--- src/rtl/quad_pkg.sv ---
// Shared AB state encodings, step classification and the Gray-code transition decoder.
// Pure combinational helpers; no latency, no backpressure.
package quad_pkg;

  localparam logic [1:0] S00 = 2'b00;
  localparam logic [1:0] S01 = 2'b01;
  localparam logic [1:0] S11 = 2'b11;
  localparam logic [1:0] S10 = 2'b10;

  typedef enum logic [1:0] {
    STEP_NONE = 2'd0,
    STEP_FWD  = 2'd1,
    STEP_REV  = 2'd2,
    STEP_ERR  = 2'd3
  } step_t;

  // Forward order is 00->01->11->10->00; any other single-bit change is reverse.
  function automatic step_t step_of(input logic [1:0] prev, input logic [1:0] cur);
    step_t s;
    s = STEP_NONE;
    if ((prev ^ cur) == 2'b11) begin
      s = STEP_ERR;
    end else if (prev != cur) begin
      case (prev)
        S00:     s = (cur == S01) ? STEP_FWD : STEP_REV;
        S01:     s = (cur == S11) ? STEP_FWD : STEP_REV;
        S11:     s = (cur == S10) ? STEP_FWD : STEP_REV;
        default: s = (cur == S00) ? STEP_FWD : STEP_REV;
      endcase
    end
    return s;
  endfunction

endpackage

--- src/rtl/quad_step_decoder_if.sv ---
// Encoder pins in, step/error pulses out; the decoder takes the slave side.
// No handshake: pulses are fire-and-forget, there is no backpressure.
interface quad_step_decoder_if;
  logic enc_a;
  logic enc_b;
  logic up;
  logic down;
  logic err;

  modport master (output enc_a, output enc_b, input up, input down, input err);
  modport slave  (input enc_a, input enc_b, output up, output down, output err);
endinterface

--- src/rtl/quad_pin_cond.sv ---
// One encoder channel: SYNC_STAGES-flop synchroniser, plus a FILT_LEN glitch filter under QUAD_STEP_FILTER_EN.
// Latency SYNC_STAGES edges (+FILT_LEN with filter); no backpressure.
module quad_pin_cond #(
  parameter int SYNC_STAGES = 2,
  parameter int FILT_LEN    = 4
) (
  input  logic clk,
  input  logic rst_n,
  input  logic pin,
  output logic level
);

  if (SYNC_STAGES < 2 || FILT_LEN < 1) begin : g_bad_param
    $error("quad_pin_cond: SYNC_STAGES must be >= 2 and FILT_LEN >= 1");
  end

  logic [SYNC_STAGES-1:0] sync;

  always_ff @(posedge clk or negedge rst_n) begin
    if (!rst_n) begin
      sync <= '0;
    end else begin
      sync <= {sync[SYNC_STAGES-2:0], pin};
    end
  end

`ifdef QUAD_STEP_FILTER_EN
  localparam int CW = $clog2(FILT_LEN + 1);

  logic [CW-1:0] cnt;
  logic          filt;

  // Counts consecutive samples that disagree with the accepted level; any agreeing sample restarts it.
  always_ff @(posedge clk or negedge rst_n) begin
    if (!rst_n) begin
      cnt  <= '0;
      filt <= 1'b0;
    end else if (sync[SYNC_STAGES-1] == filt) begin
      cnt <= '0;
    end else if (cnt == CW'(FILT_LEN - 1)) begin
      filt <= sync[SYNC_STAGES-1];
      cnt  <= '0;
    end else begin
      cnt <= cnt + CW'(1);
    end
  end

  assign level = filt;
`else
  assign level = sync[SYNC_STAGES-1];
`endif

endmodule

--- src/rtl/quad_step_decoder.sv ---
// Quadrature front end: sync/filter pins, Gray decode, divide sub-steps to detent up/down pulses (QUAD_STEP_FILTER_EN adds a filter).
// Latency SYNC_STAGES+1 edges (+FILT_LEN with filter); no backpressure, outputs are 1-cycle pulses.
module quad_step_decoder
  import quad_pkg::*;
#(
  parameter int SYNC_STAGES = 2,
  parameter int STEP_DIV    = 4,
  parameter int FILT_LEN    = 4
) (
  input  logic                clk,
  input  logic                rst_n,
  quad_step_decoder_if.slave  qif
);

  if (STEP_DIV != 1 && STEP_DIV != 2 && STEP_DIV != 4) begin : g_bad_div
    $error("quad_step_decoder: STEP_DIV must be 1, 2 or 4");
  end

  localparam int AW = $clog2(STEP_DIV) + 1;
  localparam logic signed [AW-1:0] ACC_MAX = AW'(STEP_DIV - 1);
  localparam logic signed [AW-1:0] ACC_MIN = -ACC_MAX;
  localparam logic signed [AW-1:0] ACC_ONE = AW'(1);

  logic                 lvl_a;
  logic                 lvl_b;
  logic [1:0]           cur;
  logic [1:0]           prev;
  logic                 init_done;
  logic signed [AW-1:0] acc;
  logic signed [AW-1:0] acc_nxt;
  logic                 up_nxt;
  logic                 down_nxt;
  logic                 err_nxt;
  logic                 up_q;
  logic                 down_q;
  logic                 err_q;
  step_t                step;

  quad_pin_cond #(.SYNC_STAGES(SYNC_STAGES), .FILT_LEN(FILT_LEN)) u_pin_a (
    .clk   (clk),
    .rst_n (rst_n),
    .pin   (qif.enc_a),
    .level (lvl_a)
  );

  quad_pin_cond #(.SYNC_STAGES(SYNC_STAGES), .FILT_LEN(FILT_LEN)) u_pin_b (
    .clk   (clk),
    .rst_n (rst_n),
    .pin   (qif.enc_b),
    .level (lvl_b)
  );

  assign cur  = {lvl_a, lvl_b};
  assign step = step_of(prev, cur);

  // A reversal inside a detent just walks acc back toward zero, so partial detents cancel silently.
  always_comb begin
    acc_nxt  = acc;
    up_nxt   = 1'b0;
    down_nxt = 1'b0;
    err_nxt  = 1'b0;
    if (init_done) begin
      case (step)
        STEP_FWD: begin
          if (acc == ACC_MAX) begin
            up_nxt  = 1'b1;
            acc_nxt = '0;
          end else begin
            acc_nxt = acc + ACC_ONE;
          end
        end
        STEP_REV: begin
          if (acc == ACC_MIN) begin
            down_nxt = 1'b1;
            acc_nxt  = '0;
          end else begin
            acc_nxt = acc - ACC_ONE;
          end
        end
        STEP_ERR: err_nxt = 1'b1;
        default:  ;
      endcase
    end
  end

  // The first clock after reset only captures the current pin state as the reference.
  always_ff @(posedge clk or negedge rst_n) begin
    if (!rst_n) begin
      init_done <= 1'b0;
      prev      <= S00;
      acc       <= '0;
      up_q      <= 1'b0;
      down_q    <= 1'b0;
      err_q     <= 1'b0;
    end else begin
      init_done <= 1'b1;
      prev      <= cur;
      acc       <= acc_nxt;
      up_q      <= up_nxt;
      down_q    <= down_nxt;
      err_q     <= err_nxt;
    end
  end

  assign qif.up   = up_q;
  assign qif.down = down_q;
  assign qif.err  = err_q;

endmodule

--- src/flat_wrapper.sv ---
// flat-port wrapper written by rule: the top's interface ports become plain ports
module quad_step_decoder_flat import quad_pkg::*;
#(
  parameter int SYNC_STAGES = 2,
  parameter int STEP_DIV    = 4,
  parameter int FILT_LEN    = 4
)
  (clk, rst_n, qif_enc_a, qif_enc_b, qif_up, qif_down, qif_err);
  quad_step_decoder_if qif_i ();
  input  logic clk;
  input  logic rst_n;
  input wire logic [$bits(qif_i.enc_a)-1:0] qif_enc_a;
  input wire logic [$bits(qif_i.enc_b)-1:0] qif_enc_b;
  output wire logic [$bits(qif_i.up)-1:0] qif_up;
  output wire logic [$bits(qif_i.down)-1:0] qif_down;
  output wire logic [$bits(qif_i.err)-1:0] qif_err;
  assign qif_i.enc_a = qif_enc_a;
  assign qif_i.enc_b = qif_enc_b;
  assign qif_up = qif_i.up;
  assign qif_down = qif_i.down;
  assign qif_err = qif_i.err;
  quad_step_decoder #(.SYNC_STAGES(SYNC_STAGES), .STEP_DIV(STEP_DIV), .FILT_LEN(FILT_LEN)) u_core (.clk(clk), .rst_n(rst_n), .qif(qif_i));
endmodule
--- config.mk ---
export PLATFORM = sky130hd
export DESIGN_NAME = quad_step_decoder_flat
export DESIGN_NICKNAME = d
export VERILOG_FILES = /design/src/rtl/quad_pkg.sv /design/src/rtl/quad_step_decoder_if.sv /design/src/rtl/quad_pin_cond.sv /design/src/rtl/quad_step_decoder.sv /design/src/flat_wrapper.sv
export SDC_FILE = /design/constraint.sdc
export NUM_CORES = 1
export LEC_CHECK = 0
export CAP_MARGIN = 0
export CORE_MARGIN = 4
export CORE_UTILIZATION = 45
export DETAILED_ROUTE_END_ITERATION = 6
export PLACE_DENSITY = 0.66
export SYNTH_ARGS = -nofsm -noshare
export SYNTH_HDL_FRONTEND = slang
export SYNTH_HIERARCHICAL = 1
export SYNTH_SLANG_ARGS = --single-unit
--- constraint.sdc ---
create_clock -name clk -period 3.38 [get_ports clk]
set_clock_uncertainty 0.1 [all_clocks]
set_input_delay 0.845 -clock clk [delete_from_list [all_inputs] [get_ports clk]]
set_output_delay 0.845 -clock clk [all_outputs]
set_load 0.05 [all_outputs]
==> results of run 1 <==
per-layer routing:
| layer | up-vias | global-route usage (%) | routed length, um | share of wire [%] |
|---|---|---|---|---|
| met2 | 9 | 16.7 | 433 | 47 |
| met5 | - | 0 | 0 | 0 |
| met4 | 0 | 10.5 | 26 | 2.8 |
| li1 | 209 | - | - | - |
| met3 | 2 | 2.39 | 43 | 4.6 |
| met1 | 190 | 16.1 | 424 | 46 |
power breakdown:
part           leakage [uW]  switching [uW]  internal, uW
Clock             0.0000150            49.2          45.8
Sequential         0.000159            25.4           179
Combinational      0.000152            79.5          72.2
Total              0.000325             154           297
through the flow:
step           instance area, um^2  instances
4_1_cts                        726         79
5_1_grt                        726         79
3_3_place_gp                   699         75
2_1_floorplan                  621         54
3_5_place_dp                   699         75
6_report                       726         79
kinds of logic after synthesis:
kind of cell               after synthesis
and+or+nand+nor                         18
AOI/OAI and AO/OA                       13
muxes                                    1
buffers and inverters                    2
DFF                                     13
adders and majority gates                6
other                                    1
worst paths after layout:
kind | start | endpoint | slack (ns) | cells after the start
max | u_core/qif.up$_DFF_PN0_ | qif_up | 1.03 | 1
min | u_core/u_pin_b/sync[0]$_DFF_PN0_ | u_core/u_pin_b/sync[1]$_DFF_PN0_ | 0.25 | 0
max reg2reg | u_core/u_pin_a/sync[1]$_DFF_PN0_ | u_core/acc[1]$_DFFE_PN0P_ | 1.53 | 6
min reg2reg | u_core/u_pin_b/sync[0]$_DFF_PN0_ | u_core/u_pin_b/sync[1]$_DFF_PN0_ | 0.25 | 0
max in group asynchronous | rst_n | u_core/init_done$_DFF_PN0_ | 1.99 | 1
min in group asynchronous | rst_n | u_core/qif.down$_DFF_PN0_ | 0.82 | 1
final cells by class:
cell class	count	area, um^2
well taps	15	18.8
clock buffers	4	26.3
multi-input cells	39	288
flip-flops and latches	13	325
fillers	116	576
repair buffers	6	60.1
inverters	2	7.51
sequential cells by signal, indices dropped and copies added (netlist names):
register             count
u_core/acc               3
u_core/prev              2
u_core/u_pin_a/sync      2
u_core/u_pin_b/sync      2
u_core/init_done         1
u_core/qif.down          1
u_core/qif.err           1
u_core/qif.up            1
synthesized netlist by cell type:
cell type  instances  area share (%)
nor2b_4            1             2.2
ha_1               6              12
and2_1             1             1.0
o21ai_1            2             1.6
nand2_1            7             4.2
o2111ai_1          1             1.4
inv_1              2             1.2
conb_1             1            0.60
nand3_1            3             2.4
dfrtp_1           13              52
nand2b_1           2             2.0
o211ai_1           2             2.4
a21oi_2            1             1.4
nor2_1             2             1.2
o21ai_0            2             1.6
o21a_1             2             2.4
o22ai_1            1             1.0
a22o_1             1             1.4
a221oi_2           1             2.4
nand2b_4           1             2.2
nor2b_1            1             1.0
mux2i_1            1             1.6
==> summary.txt, run 1 <==
Run
  – # Max-Cap Violations: 0

Timing
  – Final min period: about 2.4 ns
  – Tcrit/Tclk final: 69.6%
  – Relative slew slack: between 60% and 70%
  – Slew Viols, Final: 0
  – Hold violation total from the final report: 0
  – Worst hold slack: 0.249 ns
  – Setup ws final: between 1 and 1.5 ns
  – Setup_tns: 0 ns
  – Top achievable clock speed: around 430 MHz
  – RSZ-0062 raised after global routing: no
  – # setup viols final: 0
  – Worst slew pin tran: about 0.55 ns

Detailed routing
  – Wire per inst: 11.7 um
  – DR vias/cell: a little over 5
  – DRT Pass-1 Iters: 4
  – DRC viols: 0
  – Antenna-violating nets left: 0
  – DR iter-0 viols: 6
  – Total Wirelength: between 900 and 1000 um
  – Vias: just over 400

Synth
  – Compound-Gate Fraction of Synth Area: between 10% and 20%
  – Mapped Area: about 620 um^2
  – Sequential-to-total area share from yosys stat: 52.4%
  – Post-Synth XOR/XNOR Area: 0%
  – Mean area per synthesized cell: approximately 11 um^2
  – Mux cell area share after synthesis: under 10%
  – FF+latch count, synth: 13
  – Post-Synth Simple-Gate Area: ~16%
  – Largest family of logic cells by synthesized area: simple AND/OR/NAND/NOR gates
  – YS warnings: 6
  – Library cells used by synthesis: 22
  – Post-Syn Instances: 54
  – Synthesized-area fraction occupied by adder cells: between 10 and 15%
  – Mapped Nets: 64

Final layout
  – Most frequent cells in the layout: 13 x dfrtp_1, 7 x nand2_1, 6 x clkdlybuf4s50_1, 6 x ha_1
  – N_diodes: 0
  – Most common cell after layout, fill and taps aside: dfrtp_1
  – Nets: 75
  – Final Core Density: ~56%
  – Area grow syn2layout: 16.9%
  – Ratio of cells with drive above 1 in the final layout: a little over a tenth

Global routing
  – First-pass GRT wire length: 1750 um
  – Vias in the first global route: a little over 400
  – Overflow after GRT: 0
  – Largest net degree at the start of global routing: 14
  – GRT Util Overall: 12.2%
  – Initial antenna violation count: 0

Clock tree
  – Worst skew pair latency: ~0.28 ns
  – Hold Buf Count CTS: 0
  – Cts bufs inserted: 3
  – Root buffer cell: clkbuf_4
  – Post-CTS sizing: 0
  – Reg clk slew, reported paths: approximately 0.08 ns
  – Post-CTS Setup Inserts: 0
  – Clock Tree Buf Depth: 2
  – H-Tree Depth: 1
  – CTS tree: built
  – Clk sinks: 13

Worst setup path
  – CP delay by family, top: buffers and inverters
  – Worst Path Buf+Inv: 1
  – Setup CP Type: reg -> out
  – Critical Path Slowest Stage Cell: clkdlybuf4s50_1
  – Critical Path RT: 2.43 ns
  – CP Launch Type: flip-flop
  – Critical-path maximum fanout: 1
  – CP arrival: approximately 1.4 ns
  – Worst setup EP type: output pin
  – Crit path cell chain: clkdlybuf4s50_1
  – Crit path largest cell delay: ~0.79 ns

Placed design
  – Input/output buffers: 6
  – Pre-CTS setup slack: approximately 1.3 ns
  – Final GP Congestion: roughly 0.80
  – HPWL Detailed: a little under 700 um

Floorplanning
  – Die X: around 45 um
  – Initial core utilization: ~48%
  – Top Ports: 7
  – # rows: 13
  – Die Ht: around 45 um
  – Core Area: approximately 0.0013 mm^2
  – DIE AREA: just over 0.002 mm^2

Pwr
  – Total power: roughly 450 uW
  – Worst VDD drop: between 0.0003 and 0.0004 V
  – Pleak: about 0.00033 uW
  – Pwr dens: just over 600 mW/mm^2

Status
  – Status: completed

Min path
  – Path category of the worst min-delay check: reg -> reg
Note: power is estimated with default switching activity, not from simulation.
==> inputs of run 2 (changes only) <==
--- a/config.mk
+++ b/config.mk
@@ -9,7 +9,7 @@
 export CORE_MARGIN = 4
 export CORE_UTILIZATION = 45
 export DETAILED_ROUTE_END_ITERATION = 6
-export PLACE_DENSITY = 0.66
+export PLACE_DENSITY = 0.69
 export SYNTH_ARGS = -nofsm -noshare
 export SYNTH_HDL_FRONTEND = slang
 export SYNTH_HIERARCHICAL = 1
==> constraint.sdc (replaced) <==
create_clock -name clk -period 1.93 [get_ports clk]
set_clock_uncertainty 0.1 [all_clocks]
set_input_delay 0.4825 -clock clk [delete_from_list [all_inputs] [get_ports clk]]
set_output_delay 0.4825 -clock clk [all_outputs]
set_load 0.05 [all_outputs]
==> summary.txt, run 2 (synthesis gave the netlist of run 1 again) <==
Final layout
  – Area grow syn2layout: 17.1%
  – Nets: 75
  – Most frequent cells in the layout: 12 x dfrtp_1, 7 x nand2_1, 5 x ha_1
  – Ratio of cells with drive above 1 in the final layout: 21.9%
  – Register with the most flip-flops: u_core/acc
  – N_diodes: 0
  – Max reg flops: 3
  – Post-Layout Cell Count: 79
  – Register area: between 300 and 400 um^2
  – Most common cell after layout, fill and taps aside: dfrtp_1
  – Number of fill cells: 120
  – Area of the multi-input gates: about 290 um^2

Timing
  – Relative slew slack: between 60% and 70%
  – Top achievable clock speed: about 560 MHz
  – Setup_tns: 0 ns
  – Slew Viols, Final: 0
  – RSZ-0062 raised after global routing: no
  – Worst slew pin tran: between 0.5 and 0.6 ns
  – Setup ws final: approximately 0.15 ns
  – Final min period: approximately 1.8 ns
  – # setup viols final: 0
  – Hold violation total from the final report: 0
  – Tcrit/Tclk final: a little over 90%

Placed design
  – Final GP Congestion: between 0.8 and 0.9
  – Post-Place Cells: between 70 and 80
  – Input/output buffers: 6
  – Pre-CTS setup slack: just over 0.1 ns
  – HPWL Detailed: slightly above 700 um

Floorplanning
  – DIE AREA: approximately 0.002 mm^2
  – Initial core utilization: 47.7%
  – Core Area: about 0.0013 mm^2
  – Die X: around 45 um
  – Top Ports: 7
  – Die Ht: 45.1 um
  – # rows: 13

Status
  – Status: completed

Pwr
  – Combinational power share: 34.1%
  – Seq pwr share: 44.8%
  – Worst VDD drop: just over 0.0006 V
  – Sw frac: approximately a third
  – Total power: 797 uW
  – Pleak: 0.000333 uW
  – Clock power share: between 20% and 30%
  – Internal: about 520 uW
  – Pwr dens: around 1100 mW/mm^2
  – Sw Pwr: 278 uW

Global routing
  – First-pass GRT wire length: 1630 um
  – Overflow after GRT: 0
  – Vias in the first global route: 400
  – Largest net degree at the start of global routing: 14
  – Initial antenna violation count: 0
  – GRT Util Overall: between 10% and 20%

Clock tree
  – Clock Tree Buf Depth: 2
  – Clk sinks: 13
  – Reg clk slew, reported paths: about 0.080 ns
  – Worst skew pair latency: ~0.28 ns
  – Cts bufs inserted: 3
  – CTS tree: built
  – H-Tree Depth: 1
  – Post-CTS Setup Inserts: 0
  – Post-CTS sizing: 0
  – Root buffer cell: clkbuf_4
  – Hold Buf Count CTS: 0

Min path
  – Min-delay src: u_core/u_pin_b/sync[0]$_DFF_PN0_
  – Hold Path Depth: 0
  – Path category of the worst min-delay check: reg -> reg
  – Hold Crit Endpoint: u_core/u_pin_b/sync[1]$_DFF_PN0_

Detailed routing
  – DRT Pass-1 Iters: 3
  – Wire per inst: between 10 and 15 um
  – Total Wirelength: 940 um
  – Vias: about 420
  – DR iter-0 viols: 4
  – Antenna-violating nets left: 0
  – DRC viols: 0
  – DR vias/cell: about 5.3

Worst setup path
  – Critical-path maximum fanout: 7
  – CP arrival: roughly 1.9 ns
  – RR Startpoint: u_core/u_pin_a/sync[1]$_DFF_PN0_
  – Flop2flop setup slack: between 0.1 and 0.15 ns
  – Worst setup EP type: flip-flop
  – Crit path largest cell delay: 0.45 ns
  – Worst Setup SP: u_core/u_pin_a/sync[1]$_DFF_PN0_
  – Critical Path Slowest Stage Cell: dfrtp_2
  – RR Endpoint: u_core/acc[2]$_DFFE_PN0P_
  – CP Launch Type: flip-flop
  – Critical Path RT: 2.01 ns
  – R2R depth: 6
  – Setup CP Type: reg -> reg
  – Crit path cell chain: o211ai_1 > o21ai_1 > ha_1 > nand3_1 > o22ai_1 > a22o_1

Run
  – # Max-Cap Violations: 0
==> run 2: critical path, delay by kind of cell, from the launching register on <==
kind                     cells  cell delay [ns]
adder cells (fa/ha/maj)      1             0.36
flip-flops                   1             0.45
AO/OA/AOI/OAI                4             0.67
AND/OR/NAND/NOR              1             0.09
==> run 2: how the worst max path moves through the flow <==
| stage | endpoint | slack (ns) | cells past startpoint |
|---|---|---|---|
| floorplan | u_core/acc[1]$_DFFE_PN0P_ | 0.24 | 6 |
| global placement | u_core/acc[2]$_DFFE_PN0P_ | 0.14 | 7 |
| detailed placement | u_core/acc[1]$_DFFE_PN0P_ | 0.10 | 7 |
| CTS | u_core/acc[2]$_DFFE_PN0P_ | 0.08 | 7 |
| global route | u_core/acc[2]$_DFFE_PN0P_ | 0.02 | 6 |
| finish | u_core/acc[2]$_DFFE_PN0P_ | 0.15 | 6 |
==> run 2: routing by layer <==
metal,part of all wire (%),track usage (%),up-vias
met1,45,13.5,198
met2,46,17.2,9
met5,0,0,-
met3,7.6,7.17,2
met4,1.8,3.51,0
li1,-,-,209
==> run 2: metrics by stage <==
stage	utilization, %	area, um^2	hold WS (ns)
after floorplan	-	621	0.0869
after global placement	53.2	692	0.231
after detailed placement	53.2	692	0.236
after CTS	55.3	719	0.254
after global routing	55.9	727	0.267
final	55.9	727	0.251
==> run 2: area by class of cell <==
class	instances	share of cell area (%)
Tap cell	15	2.58
Timing Repair Buffer	6	7.23
Multi-Input combinational cell	39	40.4
Inverter	2	1.03
Clock inverter	1	0.688
Clock buffer	3	3.10
Sequential cell	13	44.9
==> run 2: power groups by stage <==
stage | combinational [uW] | sequential, uW | clock [uW]
6_report | 272 | 357 | 169
5_1_grt | 298 | 365 | 197
2_1_floorplan | 208 | 364 | 0
4_1_cts | 271 | 357 | 176
3_3_place_gp | 265 | 363 | 0
3_5_place_dp | 268 | 363 | 0
==> inputs of run 3 (changes only) <==
--- a/config.mk
+++ b/config.mk
@@ -6,10 +6,14 @@
 export NUM_CORES = 1
 export LEC_CHECK = 0
 export CAP_MARGIN = 0
+export CELL_PAD_IN_SITES_DETAIL_PLACEMENT = 2
+export CELL_PAD_IN_SITES_GLOBAL_PLACEMENT = 2
 export CORE_MARGIN = 4
-export CORE_UTILIZATION = 45
+export CORE_UTILIZATION = 31
+export CTS_CLUSTER_SIZE = 24
 export DETAILED_ROUTE_END_ITERATION = 6
-export PLACE_DENSITY = 0.69
+export PLACE_DENSITY_LB_ADDON = 0.1
+export SKIP_CTS_REPAIR_TIMING = 1
 export SYNTH_ARGS = -nofsm -noshare
 export SYNTH_HDL_FRONTEND = slang
 export SYNTH_HIERARCHICAL = 1
==> summary.txt, run 3 (synthesis gave the netlist of run 1 again) <==
Final layout
  – Most frequent cells in the layout: 12 x dfrtp_1, 6 x nand2_1, 5 x ha_1, 4 x buf_4, 4 x o21ai_1
  – Most common cell after layout, fill and taps aside: dfrtp_1
  – Register with the most flip-flops: u_core/acc
  – Max reg flops: 3
  – Number of fill cells: ~200
  – Ratio of cells with drive above 1 in the final layout: between 20% and 30%
  – N_diodes: 0
  – Area grow syn2layout: 20.0%
  – Nets: 76

Global routing
  – GR Util met3: 2.85%
  – M1 GR Usage: 13.4%
  – First-pass GRT wire length: about 2100 um
  – Met2 global-route usage: ~16%
  – Vias in the first global route: ~470
  – Initial antenna violation count: 0
  – Largest net degree at the start of global routing: 14
  – GRT busiest layer: met2
  – Overflow after GRT: 0
  – GRT Util Overall: 10.6%

Clock tree
  – H-Tree Depth: 1
  – Cts bufs inserted: 3
  – Root buffer cell: clkbuf_4
  – CTS tree: built
  – Clock Tree Buf Depth: 2
  – Clk sinks: 13
  – Reg clk slew, reported paths: 0.09 ns
  – Worst skew pair latency: 0.28 ns

Floorplanning
  – Core Area: about 0.0018 mm^2
  – # rows: 15
  – Initial core utilization: roughly a third
  – DIE AREA: approximately 0.0028 mm^2
  – Die Ht: roughly 53 um
  – Die X: between 50 and 60 um
  – Top Ports: 7

Run
  – # Max-Cap Violations: 0

Worst setup path
  – Critical-path maximum fanout: 7
  – CP Launch Type: flip-flop
  – Critical Path RT: between 2 and 2.5 ns
  – CP arrival: 1.86 ns
  – Setup CP Type: reg -> reg
  – Worst setup EP type: flip-flop

Timing
  – Top achievable clock speed: approximately 560 MHz
  – # setup viols final: 0
  – Hold violation total from the final report: 0
  – Worst hold slack: between 0.2 and 0.3 ns
  – RSZ-0062 raised after global routing: no
  – Tcrit/Tclk final: between 90% and 100%
  – Final min period: approximately 1.8 ns
  – Slew Viols, Final: 0
  – Setup_tns: 0 ns

Detailed routing
  – Wire per inst: around 13 um
  – Vias: roughly 430
  – DR vias/cell: ~4.8
  – Antenna-violating nets left: 0
  – DRC viols: 0
  – Total Wirelength: between 1000 and 1500 um
  – DR iter-0 viols: 5
  – DRT Pass-1 Iters: 4

Placed design
  – Final GP Congestion: just under 0.8
  – Input/output buffers: 6
  – HPWL Detailed: 925 um

Pwr
  – Pwr dens: roughly 1100 mW/mm^2
  – Worst VDD drop: between 0.0004 and 0.0005 V
  – Total power: about 800 uW
  – Pleak: ~0.00033 uW

Status
  – Status: completed

Min path
  – Path category of the worst min-delay check: reg -> reg
run 3: final timing paths:
| path | cells past startpoint | startpoint | to | slack (ns) |
|---|---|---|---|---|
| worst min-delay path | 0 | u_core/u_pin_a/sync[0]$_DFF_PN0_ | u_core/u_pin_a/sync[1]$_DFF_PN0_ | 0.25 |
| worst max-delay path | 6 | u_core/u_pin_a/sync[1]$_DFF_PN0_ | u_core/acc[2]$_DFFE_PN0P_ | 0.15 |
| worst max register to register | 6 | u_core/u_pin_a/sync[1]$_DFF_PN0_ | u_core/acc[2]$_DFFE_PN0P_ | 0.15 |
| min in group asynchronous | 2 | rst_n | u_core/qif.up$_DFF_PN0_ | 0.40 |
| max in group asynchronous | 2 | rst_n | u_core/u_pin_a/sync[1]$_DFF_PN0_ | 1.15 |
| worst min register to register | 0 | u_core/u_pin_a/sync[0]$_DFF_PN0_ | u_core/u_pin_a/sync[1]$_DFF_PN0_ | 0.25 |
run 3: worst max-delay path: stages, from the launching register on:
cell and delay, ns:
dfrtp_2 0.45, o211ai_1 0.21, o21ai_1 0.14, ha_1 0.38
nand3_1 0.09, o22ai_1 0.07, a22o_1 0.23
run 3: power by group:
part           leakage, uW  total (uW)  internal (uW)  switching [uW]
combinational     0.000161         278            129             149
clock            0.0000150         176           80.3            96.0
sequential        0.000158         360            314            46.4
run 3: per-stage QoR:
stage	area (um^2)	instances	setup WS [ns]	util, %
2_1_floorplan	621	54	0.245	-
3_3_place_gp	712	86	0.0842	39.5
3_5_place_dp	712	86	0.0355	39.5
4_1_cts	738	90	0.0318	41.0
5_1_grt	744	90	0.00275	41.3
6_report	744	90	0.145	41.3
run 3: final cells by class:
cell class	instances	area [um^2]	share of cell area, %
Inverter	2	7.51	1.01
Sequential cell	13	327	43.9
Clock buffer	4	26.3	3.53
Timing Repair Buffer	7	60.1	8.07
Multi-Input combinational cell	39	293	39.3
Tap cell	25	31.3	4.20
run 3: routing by layer:
metal  part of all wire (%)  up-vias
li1                       -      212
met1                     49      211
met2                     45        9
met3                    4.6        2
met4                    1.7        0
met5                      0        -
